[src/rtl/square_ctl.sv]
// Tic-tac-toe board controller: decodes mouse clicks into a 3x3 grid, alternates turns,
// and judges win/draw one cycle after each accepted move.
//
// state | meaning
// IDLE  | game not running or colour menu open; board contents held
// PLAY  | waiting for a click on an empty square
// CHECK | judging the board after the last move
// OVER  | result latched; clicks ignored until restart
module square_ctl #(
    parameter int H_MAX = 1023,
    parameter int V_MAX = 767
) (
    input  logic        pclk,
    input  logic        rst,
    input  logic [11:0] mouse_xpos,
    input  logic [11:0] mouse_ypos,
    input  logic        mouse_left,
    input  logic        start_en,
    input  logic        choice_en,
    input  logic        first_color,
    input  logic        restart,
    output logic [8:0]  square,
    output logic [8:0]  square_color,
    output logic        turn,
    output logic        game_over,
    output logic [1:0]  winner
);

    typedef enum logic [1:0] {IDLE, PLAY, CHECK, OVER} state_t;

    localparam logic [11:0] H_LIM = 12'(H_MAX);
    localparam logic [11:0] V_LIM = 12'(V_MAX);

    // Three-in-a-row masks: rows, columns, diagonals (bit k-1 = squareK)
    localparam logic [8:0] LINE_MASK [8] = '{
        9'b000_000_111, 9'b000_111_000, 9'b111_000_000,
        9'b001_001_001, 9'b010_010_010, 9'b100_100_100,
        9'b100_010_001, 9'b001_010_100
    };

    state_t     state_q, state_d;
    logic [8:0] square_q, square_d;
    logic [8:0] color_q, color_d;
    logic       turn_q, turn_d;
    logic       over_q, over_d;
    logic [1:0] winner_q, winner_d;
    logic       left_q;

    logic       click;
    logic       in_area;
    logic [2:0] col_oh, row_oh;
    logic [8:0] sel_oh;
    logic       win_b, win_y;

    assign click   = mouse_left & ~left_q;
    assign in_area = (mouse_xpos <= H_LIM) && (mouse_ypos <= V_LIM);

    always_comb begin
        col_oh = 3'b100;
        if (mouse_xpos <= 12'd338)      col_oh = 3'b001;
        else if (mouse_xpos <= 12'd684) col_oh = 3'b010;
        row_oh = 3'b100;
        if (mouse_ypos <= 12'd258)      row_oh = 3'b001;
        else if (mouse_ypos <= 12'd507) row_oh = 3'b010;
        sel_oh = '0;
        for (int r = 0; r < 3; r++) begin
            for (int c = 0; c < 3; c++) begin
                sel_oh[3*r+c] = row_oh[r] & col_oh[c];
            end
        end
    end

    always_comb begin
        win_b = 1'b0;
        win_y = 1'b0;
        for (int i = 0; i < 8; i++) begin
            if ((square_q & LINE_MASK[i]) == LINE_MASK[i]) begin
                if ((color_q & LINE_MASK[i]) == LINE_MASK[i]) win_y = 1'b1;
                if ((color_q & LINE_MASK[i]) == 9'd0)         win_b = 1'b1;
            end
        end
    end

    always_comb begin
        state_d  = state_q;
        square_d = square_q;
        color_d  = color_q;
        turn_d   = turn_q;
        over_d   = over_q;
        winner_d = winner_q;
        if (!start_en || choice_en) begin
            state_d = IDLE;
        end else if (restart || state_q == IDLE) begin
            // Restart outranks any click arriving in the same cycle
            square_d = '0;
            color_d  = '0;
            turn_d   = first_color;
            over_d   = 1'b0;
            winner_d = 2'b00;
            state_d  = PLAY;
        end else begin
            case (state_q)
                PLAY: begin
                    if (click && in_area && ((square_q & sel_oh) == 9'd0)) begin
                        square_d = square_q | sel_oh;
                        color_d  = turn_q ? (color_q | sel_oh) : (color_q & ~sel_oh);
                        state_d  = CHECK;
                    end
                end
                CHECK: begin
                    if (win_b || win_y) begin
                        winner_d = win_y ? 2'b10 : 2'b01;
                        over_d   = 1'b1;
                        state_d  = OVER;
                    end else if (&square_q) begin
                        winner_d = 2'b11;
                        over_d   = 1'b1;
                        state_d  = OVER;
                    end else begin
                        turn_d  = ~turn_q;
                        state_d = PLAY;
                    end
                end
                default: ;
            endcase
        end
    end

    always_ff @(posedge pclk or negedge rst) begin
        if (!rst) begin
            state_q  <= IDLE;
            square_q <= '0;
            color_q  <= '0;
            turn_q   <= 1'b0;
            over_q   <= 1'b0;
            winner_q <= 2'b00;
            left_q   <= 1'b0;
        end else begin
            state_q  <= state_d;
            square_q <= square_d;
            color_q  <= color_d;
            turn_q   <= turn_d;
            over_q   <= over_d;
            winner_q <= winner_d;
            left_q   <= mouse_left;
        end
    end

    assign square       = square_q;
    assign square_color = color_q;
    assign turn         = turn_q;
    assign game_over    = over_q;
    assign winner       = winner_q;

endmodule
[config.mk]
export PLATFORM = sky130hd
export DESIGN_NAME = square_ctl
export DESIGN_NICKNAME = d
export VERILOG_FILES = /design/src/rtl/square_ctl.sv
export SDC_FILE = /design/constraint.sdc
export NUM_CORES = 1
export LEC_CHECK = 0
export CAP_MARGIN = 10
export CELL_PAD_IN_SITES_DETAIL_PLACEMENT = 1
export CELL_PAD_IN_SITES_GLOBAL_PLACEMENT = 1
export CORE_MARGIN = 1
export CORE_UTILIZATION = 25
export DETAILED_ROUTE_END_ITERATION = 7
export PLACE_DENSITY_LB_ADDON = 0.1
export SLEW_MARGIN = 20
export SYNTH_ARGS = -nofsm -noshare
export SYNTH_HDL_FRONTEND = slang
export SYNTH_SLANG_ARGS = --single-unit
[constraint.sdc]
create_clock -name pclk -period 4.83 [get_ports pclk]
set_input_delay 0.966 -clock pclk [delete_from_list [all_inputs] [get_ports pclk]]
set_output_delay 0.966 -clock pclk [all_outputs]
set_load 0.01 [all_outputs]
==> run_results.csv <==
group,metric,value,unit
outcome,outcome,"finished with violations",
outcome,failed_checks,"DRC",
power,ir_drop,0.0887,mV
sta,finalCritPeriodShare,71.3,%
worst_setup_path,cp_top_family,"compound AO/OA/AOI/OAI gates",
route,drt_iter0_markers,51,
worst_setup_path,worstPathRequired,5010,ps
worst_setup_path,start_kind,"input port",
power,power_leakage,0.815,nW
worst_setup_path,crit_arrival,3630,ps
clock_network,tritoncts,"yes",
route,drt_first_pass_iters,8,
synth,synth_cell_types,48,
grt,grt_use_met2,31.1,%
grt,grt_pass1_vias,1943,
floorplanning,fp.dieH,84.2,um
synth,synth_area,0.00169,mm^2
worst_setup_path,crit_chain,"clkdlybuf4s50_1, nor3_1, o21ai_2, and2_0, a221o_1, a2111oi_4, buf_4, nand3_4, o2bb2ai_1",
grt,grt.met3_usage,1.77,%
route,wirelength,5870,um
synth,yosysSeqAreaShare,37.0,%
worst_setup_path,crit_buf_inv,2,
hold_path,hold_path.class,"register to register",
clock_network,cts_buffers,3,
route,drc,4,
grt,antenna_found_initial,0,
layout,area_delta_synth_final,39.2,%
synth,syn_area_per_cell,8.62,um^2
floorplanning,die_w,84.2,um
floorplanning,initial_core_util,26.3,%
run,cap_violations,0,
worst_setup_path,slowest_delay,440,ps
sta,grt_setup_unrepaired,"false",
clock_network,cts_buffer_depth,2,
grt,grtUsageTotal,17.8,%
place,io_buffers,52,
grt,grt_max_degree,26,
grt,gr-max-usage-layer,"met2",
layout,drive_gt1_share,7.17,%
route,via_per_inst,5.52,
synth,ys_seq_elements,25,
sta,max_freq,290,MHz
floorplanning,fp.dieArea,0.00709,mm^2
clock_network,postCtsSetupRepairBufs,0,
synth,synth_edf_count,0,
clock_network,htree_levels,1,
sta,setup_ws,1390,ps
sta,fin_skew,9.88,ps
clock_network,ctsResizeCount,0,
synth,synth-async-reset-ratio,100,%
layout,n_antenna_cell,0,
worst_setup_path,cp_max_fo,19,
grt,grt_pass1_wl,9920,um
synth,syn-num-nets,227,
sta,report.final.slew_viol_count,0,
place,post-place-ws,1080,ps
worst_setup_path,crit_type,"input port to register",
sta,max_slew.worst_pin.slew,801,ps
floorplanning,ios,53,
clock_network,path_clk_slew,90,ps
synth,yosys_warnings,0,
floorplanning,rows,29,
synth,synthCells,196,
clock_network,ctsHoldBuffers,0,
synth,yosys_most_used_dff,"dfrtp_1",
place,place.gp.congestion,0.775,
route,ant_nets,0,
worst_setup_path,reg2reg_slack,2590,ps
sta,hold_viol_final,0,
layout,final_nets,283,
grt,gr-usage-met1,23.1,%
worst_setup_path,crit_path_end_kind,"register",
clock_network,clock_sinks,25,
clock_network,cts_root_buffer,"clkbuf_8",
place,hpwlAfterDp,4520,um
grt,grt-ovfl-total,0,
worst_setup_path,worst_path_max_delay_cell,"nor3_1",
clock_network,clk_latency,270,ps
route,vias,1811,
layout,n_fill_cell,761,
route,avgRoutedWirePerCell,17.9,um
sta,setup_viol,0,
sta,fin_tns_setup,0,ps
sta,relSlewSlack,46.1,%
floorplanning,core,0.00642,mm^2
power,powerDensity,175,mW/mm^2
sta,layout_min_cycle_time,3440,ps
## placed cells by master (no fill, tap or decap), types with 2 or more instances in the layout
| cell | n |
|---|---|
| o22ai_1 | 6 |
| a211oi_1 | 3 |
| a31oi_1 | 8 |
| nand3_1 | 11 |
| nand4b_1 | 4 |
| nor2_2 | 3 |
| o21ai_2 | 2 |
| a21oi_1 | 8 |
| nor2_1 | 19 |
| nor3_1 | 6 |
| a221o_1 | 2 |
| o211ai_1 | 4 |
| a2bb2oi_1 | 2 |
| clkdlybuf4s50_1 | 52 |
| inv_1 | 3 |
| o2bb2ai_1 | 9 |
| dfrtp_1 | 25 |
| clkbuf_8 | 3 |
| buf_4 | 2 |
| nor4bb_1 | 4 |
| nand4_1 | 2 |
| nand2b_1 | 3 |
| o21ai_0 | 18 |
| nand2_1 | 24 |
| nor2b_1 | 3 |
## cell usage after synthesis, drive strengths merged (3+ instances only)
master	n	area, um^2
a211oi	3	22.5
a21oi	8	40.0
a31oi	8	50.1
dfrtp	25	626
inv	3	11.3
nand2	24	90.1
nand2b	3	18.8
nand3	12	72.6
nand4b	4	35.0
nor2	22	87.6
nor2b	3	18.8
nor3	6	30.0
nor4bb	4	40.0
o211ai	4	30.0
o21ai	21	113
o22ai	6	37.5
o2bb2ai	9	78.8
## worst paths after layout
path,from,end,cells past startpoint
worst max-delay path,mouse_ypos[10],square_color[1],9
worst min-delay path,winner[1],winner[1],2
worst max register to register,square[4],turn,7
worst min register to register,winner[1],winner[1],2
max in group asynchronous,rst,square[5],2
min in group asynchronous,rst,square_color[8],2
## tightest hold or removal path, delay by kind of cell (launching register included)
family / cells / cell delay, ps
buffers and inverters: 1 / 60
AO/OA/AOI/OAI: 1 / 50
flip-flops: 1 / 400
## flip-flops by register name (all words and copies together), names as in the netlist
register,count
turn,1
square_color,9
winner,2
game_over,1
left_q,1
square,9
state_q,2
## area by class of cell
class / instances / area [um^2] / share of cell area (%)
clock buffers: 3 / 41.3 / 1.76
inverters: 3 / 11.3 / 0.479
flip-flops and latches: 25 / 626 / 26.6
well taps: 77 / 96.3 / 4.10
multi-input cells: 165 / 1040 / 44.1
repair buffers: 54 / 536 / 22.8
clock inverters: 1 / 5.00 / 0.213
## per-stage QoR
stage	util (%)	cell area, um^2	instances	total power [mW]	hold slack [ps]
floorplan	-	1690	196	0.246	543
global placement	35.8	2300	324	0.292	501
detailed placement	35.8	2300	324	0.292	525
CTS	36.6	2350	328	0.416	543
global route	36.6	2350	328	0.432	555
finish	36.6	2350	328	0.411	539
## layer usage
layer,part of all wire [%],routed length [um]
met1,48,2800
met2,48,2840
met3,3.0,176
met4,0.80,47
met5,0,0
## kinds of logic (layout without fill, tap and decap cells)
logic type	Yosys count	in the layout	share of synthesized area, %
AOI/OAI and AO/OA	74	74	31.1
and+or+nand+nor	91	91	30.1
DFF	25	25	37.0
buffers and inverters	6	61	1.78
## report_power, final
part	total (mW)	switching [mW]	internal, mW
sequential	0.215	0.00324	0.212
combinational	0.0723	0.0361	0.0362
clock	0.124	0.0661	0.0576
total	0.411	0.105	0.305
Note: power is estimated with default switching activity, not from simulation.
